<file path="src/rtl/id_ex_stage.sv">
// ID/EX pipeline register with execute-operand forwarding mux.
// Holds the instruction on stall (issuing a bubble downstream) and refreshes held operands from write-back.
module id_ex_stage #(
  parameter int DATA_W    = 8,
  parameter int CTRL_W    = 12,
  parameter int MAX_STALL = 15
) (
  input  logic              clk,
  input  logic              rst_n,
  input  logic              stall,
  input  logic              flush,
  input  logic              id_valid,
  input  logic [1:0]        id_ra,
  input  logic [1:0]        id_rb,
  input  logic [DATA_W-1:0] id_ra_data,
  input  logic [DATA_W-1:0] id_rb_data,
  input  logic [1:0]        id_has_hazard,
  input  logic              id_we,
  input  logic              id_sw1,
  input  logic              id_sm2,
  input  logic              id_sw2,
  input  logic [CTRL_W-1:0] id_ctrl,
  input  logic [1:0]        forward_a,
  input  logic [1:0]        forward_b,
  input  logic [DATA_W-1:0] fwd_mem_alu,
  input  logic [DATA_W-1:0] fwd_wb_data,
  input  logic [DATA_W-1:0] fwd_in_port,
  input  logic              wb_we,
  input  logic [1:0]        wb_dest,
  input  logic [DATA_W-1:0] wb_data,
  output logic              id_ready,
  output logic              ex_valid,
  output logic [1:0]        ex_ra,
  output logic [1:0]        ex_rb,
  output logic [1:0]        ex_has_hazard,
  output logic [DATA_W-1:0] ex_op_a,
  output logic [DATA_W-1:0] ex_op_b,
  output logic              ex_we,
  output logic              ex_sw1,
  output logic              ex_sm2,
  output logic              ex_sw2,
  output logic [CTRL_W-1:0] ex_ctrl,
  output logic              ex_bubble,
  output logic              stall_timeout
);

  localparam logic [7:0] STALL_CAP = 8'(MAX_STALL);

  typedef enum logic [1:0] {
    FWD_REG     = 2'b00,
    FWD_MEM_ALU = 2'b01,
    FWD_WB_DATA = 2'b10,
    FWD_IN_PORT = 2'b11
  } fwd_sel_e;

  typedef struct packed {
    logic              valid;
    logic [1:0]        ra;
    logic [1:0]        rb;
    logic [DATA_W-1:0] ra_data;
    logic [DATA_W-1:0] rb_data;
    logic [1:0]        has_hazard;
    logic              we;
    logic              sw1;
    logic              sm2;
    logic              sw2;
    logic [CTRL_W-1:0] ctrl;
  } id_ex_t;

  id_ex_t     ex_q, ex_d;
  logic [7:0] stall_cnt_q, stall_cnt_d;

  // Priority flush > stall > load. While stalled the producer may retire from
  // WB, so its result is captured into the held operand rather than lost.
  always_comb begin
    // NOTE: every signal gets a default before the branches so no latch is inferred.
    ex_d        = ex_q;
    stall_cnt_d = '0;
    if (flush) begin
      ex_d = '0;
    end else if (stall) begin
      if (wb_we && (wb_dest == ex_q.ra)) ex_d.ra_data = wb_data;
      if (wb_we && (wb_dest == ex_q.rb)) ex_d.rb_data = wb_data;
      stall_cnt_d = (stall_cnt_q >= STALL_CAP) ? STALL_CAP : stall_cnt_q + 8'd1;
    end else begin
      ex_d.valid      = id_valid;
      ex_d.ra         = id_ra;
      ex_d.rb         = id_rb;
      ex_d.ra_data    = id_ra_data;
      ex_d.rb_data    = id_rb_data;
      ex_d.has_hazard = id_has_hazard;
      ex_d.we         = id_we;
      ex_d.sw1        = id_sw1;
      ex_d.sm2        = id_sm2;
      ex_d.sw2        = id_sw2;
      ex_d.ctrl       = id_ctrl;
    end
  end

  always_ff @(posedge clk or negedge rst_n) begin
    if (!rst_n) begin
      // NOTE: sequential state uses non-blocking assignments so every flop samples pre-edge values.
      ex_q        <= '0;
      stall_cnt_q <= '0;
    end else begin
      ex_q        <= ex_d;
      stall_cnt_q <= stall_cnt_d;
    end
  end

  function automatic logic [DATA_W-1:0] fwd_mux(input logic [1:0] sel,
                                                input logic [DATA_W-1:0] held);
    case (fwd_sel_e'(sel))
      FWD_MEM_ALU: fwd_mux = fwd_mem_alu;
      FWD_WB_DATA: fwd_mux = fwd_wb_data;
      FWD_IN_PORT: fwd_mux = fwd_in_port;
      default:     fwd_mux = held;
    endcase
  endfunction

  // Forward codes are live, so a stalled instruction re-selects its sources every cycle.
  assign ex_op_a = fwd_mux(forward_a, ex_q.ra_data);
  assign ex_op_b = fwd_mux(forward_b, ex_q.rb_data);

  assign id_ready      = ~stall;
  assign ex_valid      = ex_q.valid;
  assign ex_ra         = ex_q.ra;
  assign ex_rb         = ex_q.rb;
  assign ex_has_hazard = ex_q.has_hazard & {2{ex_q.valid}};
  assign ex_bubble     = stall | ~ex_q.valid;
  assign ex_we         = ex_q.we  & ~ex_bubble;
  assign ex_sw1        = ex_q.sw1 & ~ex_bubble;
  assign ex_sm2        = ex_q.sm2 & ~ex_bubble;
  assign ex_sw2        = ex_q.sw2 & ~ex_bubble;
  assign ex_ctrl       = ex_bubble ? '0 : ex_q.ctrl;
  assign stall_timeout = (stall_cnt_q == STALL_CAP);

endmodule
</file>
<file path="config.mk">
export PLATFORM = sky130hd
export DESIGN_NAME = id_ex_stage
export DESIGN_NICKNAME = d
export VERILOG_FILES = /design/src/rtl/id_ex_stage.sv
export SDC_FILE = /design/constraint.sdc
export NUM_CORES = 1
export LEC_CHECK = 0
export CORE_MARGIN = 2
export CORE_UTILIZATION = 35
export CTS_CLUSTER_SIZE = 25
export DETAILED_ROUTE_END_ITERATION = 12
export PLACE_DENSITY_LB_ADDON = 0.08
export SKIP_CTS_REPAIR_TIMING = 1
export SLEW_MARGIN = 20
export SYNTH_ARGS = -nofsm -noshare
export SYNTH_HDL_FRONTEND = slang
export SYNTH_SLANG_ARGS = --single-unit
export TNS_END_PERCENT = 1
</file>
<file path="constraint.sdc">
create_clock -name clk -period 1.5 [get_ports clk]
set_input_delay 0.15 -clock clk [delete_from_list [all_inputs] [get_ports clk]]
set_output_delay 0.15 -clock clk [all_outputs]
set_load 0.01 [all_outputs]
</file>
==> flow_summary.toml <==
[place]
place_ws_ns = -0.469
portBuffers = 123
dpl_cell_area_um2 = 4200
gp_congestion = 0.798
dp_hpwl_um = 5850

[synth]
synth_xor_area_share_pct = 3.69
synth_top_area_share_pct = 43.4
synth_most_common_cell = "dfrtp_1"
async_flop_share_pct = 100
synth_commonest_cells = "47 x dfrtp_1, 39 x nor2_1, 24 x mux2i_1"
synth_seq_cells = 47
synthTopCellsByArea = "dfrtp_1 43%, mux4_2 13%, mux2i_1 8.9%, nor2_1 5.4%, a311oi_1 5.2%"
synth_top_family_by_area = "multiplexers"
synth-compound-area-share_pct = 10.6
synth-edff-count = 0
post-synth-top-area-cell = "dfrtp_1"
yosys_warnings = 0
synth_mux_area_share_pct = 22.1
seq_area_frac_synth_pct = 43.4
synth_cells = 241
synth_area_um2 = 2710
ys.flop_type = "dfrtp_1"
avgSynthCellArea_um2 = 11.3
synth_adder_area_share_pct = 0.461
ys_types = 26
synth-simple-area-share_pct = 15.1

[power_and_ir_drop]
switching_share_pct = 26.8
internal_power_mw = 2.32
switching_power_mw = 0.849
comb_power_share_pct = 26.1
p_leak_nw = 2.16
power_density_nw_per_um2 = 732
total_power_mw = 3.17
pwr-share-seq_pct = 44.4
power_frac_clock_pct = 29.5
ir_drop_uv = 441

[grt]
grt_usage_pct = 18.0
antenna_found_initial = 0
grt_pass1_vias = 2457
grt_max_degree = 37
overflow = 0
grt_pass1_wl_um = 12000

[setup_path]
crit_cells = 3
crit_chain = "nor4_4 > and4_1 > clkbuf_2"
end_kind = "output pin"
regToRegEndpoint = "ex_q[30]$_DFFE_PN0P_"
crit_required_ns = 1.35
cp.arrival_ns = 1.35
reg2reg_slack_ns = 0.11
crit-reg2reg-launch = "ex_ra[0]$_DFFE_PN0P_"
crit_family = "simple AND/OR/NAND/NOR gates"
start_kind = "flip-flop"
cp_max_fo = 2
crit_type = "flip-flop to output pin"
slowest_stage = "dfrtp_1"
max_stage_delay_ns = 0.41
cp.buffers_inverters = 1
reg2reg_depth = 3

[timing]
setup_viol_count_final = 1
fin_crit_sh_pct = 100
min_period_ns = 1.50
maxSlewViolCount = 0
rsz0062_at_grt = "yes"
setup_ws_ns = -0.00325
hold_violations = 0
clock_skew_ns = 0.0109
timing.fmax_mhz = 665

[detailed_routing]
dr.first_iter.drc_count = 166
wl_per_cell_um = 16.1
num_vias = 2488
dr.pass1.iters = 4
routed_wl_um = 7750
avgViaCountPerCell = 5.17
drc_errors = 0
ant_nets = 0

[status]
failed_checks = "setup timing"
status = "complete, but fails checks"

[hold_path]
hp-class = "primary input to asynchronous set/reset pin"

[cts]
insertion_delay_ns = 0.30
clockBufferDepth = 2
clk_pin_slew_worst_paths_ns = 0.10
cts_buffers = 5
cts-root-buf = "clkbuf_8"
cts_tree = "built"
clkSinkCount = 47
htree_levels = 2

[die]
fp.dieH_um = 92.0
coreArea_um2 = 7610
dieWidth_um = 92.0
rows = 32
dieArea_um2 = 8470
initial_core_util_pct = 35.7
io_pins = 124

[layout]
finalNetCount = 461
n_antenna_cell = 0
postLayoutCoreUtil_pct = 56.9
area_growth_pct = 59.5
final_area_um2 = 4330
drive_gt1_share_pct = 20.6
nFillCells = 681

[run]
drv_cap = 0
stage by stage:
stage	TNS, ns	std cells	hold slack, ns
after global routing	-0.507	481	0.321
after detailed placement	-10.88	472	0.101
final	-0.00325	481	0.304
after CTS	-13.54	480	-0.230
after floorplan	0	244	-0.146
after global placement	-10.13	472	0.101
power by group through the flow:
stage	clock, mW	sequential [mW]	combinational (mW)
CTS	0.962	1.40	0.876
floorplan	0	1.40	0.378
finish	0.934	1.41	0.828
detailed placement	0	1.43	0.873
global placement	0	1.42	0.863
global route	1.00	1.42	0.899
worst max-delay path by stage:
stage                           end                      from  slack (ns)
2_1_floorplan  ex_q[28]$_DFFE_PN0P_      ex_ra[0]$_DFFE_PN0P_        0.18
3_3_place_gp             ex_op_a[6]              forward_a[0]       -0.44
3_5_place_dp             ex_op_b[1]              forward_b[0]       -0.47
4_1_cts               stall_timeout  stall_cnt_q[7]$_DFF_PN0_       -0.51
5_1_grt               stall_timeout  stall_cnt_q[7]$_DFF_PN0_       -0.09
6_report              stall_timeout  stall_cnt_q[7]$_DFF_PN0_      -0.003
worst reg2reg max path: cells and delay by family (launching register included):
kind            cells  cell delay [ns]
flops               1             0.46
compound gates      2             0.43
xor+xnor            1             0.41
cells in the final DEF, fill, tap and decap left out:
cell type / n
inv_1: 4
nand3_1: 2
buf_12: 4
ha_1: 1
clkinv_2: 1
dfrtp_2: 4
and4_1: 1
dlymetal6s2s_1: 22
nand2b_1: 2
nor4_4: 1
buf_6: 1
a31oi_1: 2
nor2_1: 39
buf_4: 20
nand4_1: 16
clkinv_4: 1
buf_2: 2
bufinv_16: 1
clkbuf_8: 5
clkbuf_2: 17
o31ai_1: 16
and2_1: 18
a21oi_1: 2
mux2i_1: 24
nand3b_1: 1
dfrtp_1: 43
xor2_2: 4
mux4_2: 16
conb_1: 4
o21ai_0: 1
dlygate4sd3_1: 1
a311oi_1: 16
nor2b_4: 1
xnor2_1: 4
clkdlybuf4s50_1: 82
metal layers:
layer,global-route usage [%],vias to the layer above,wire [um]
li1,-,1173,-
met1,25.7,1196,3410
met2,28.1,112,3590
met3,3.62,7,661
met4,4.73,0,87
met5,0,-,0
kinds of logic after synthesis:
logic type,Yosys count
compound gates,37
xor+xnor,8
fa+ha+maj,1
buf+inv,26
flops,47
mux,40
other cells,1
simple gates,81
sequential cells by signal, indices dropped and copies added, names as in the netlist:
name         flops
ex_rb            2
ex_ra            2
ex_q            34
ex_valid         1
stall_cnt_q      8
final cells by class:
type                       instances  area [um^2]  share of cell area (%)
sequential                        47         1180                    27.3
clock inverter                     3         43.8                    1.01
inverter                           4         15.0                   0.347
timing repair buffer             149         1440                    33.3
multi-input combinational        171         1450                    33.5
clock buffer                       5         68.8                    1.59
tap                              102          128                    2.95
No activity file was read; power rests on OpenSTA's default activity.
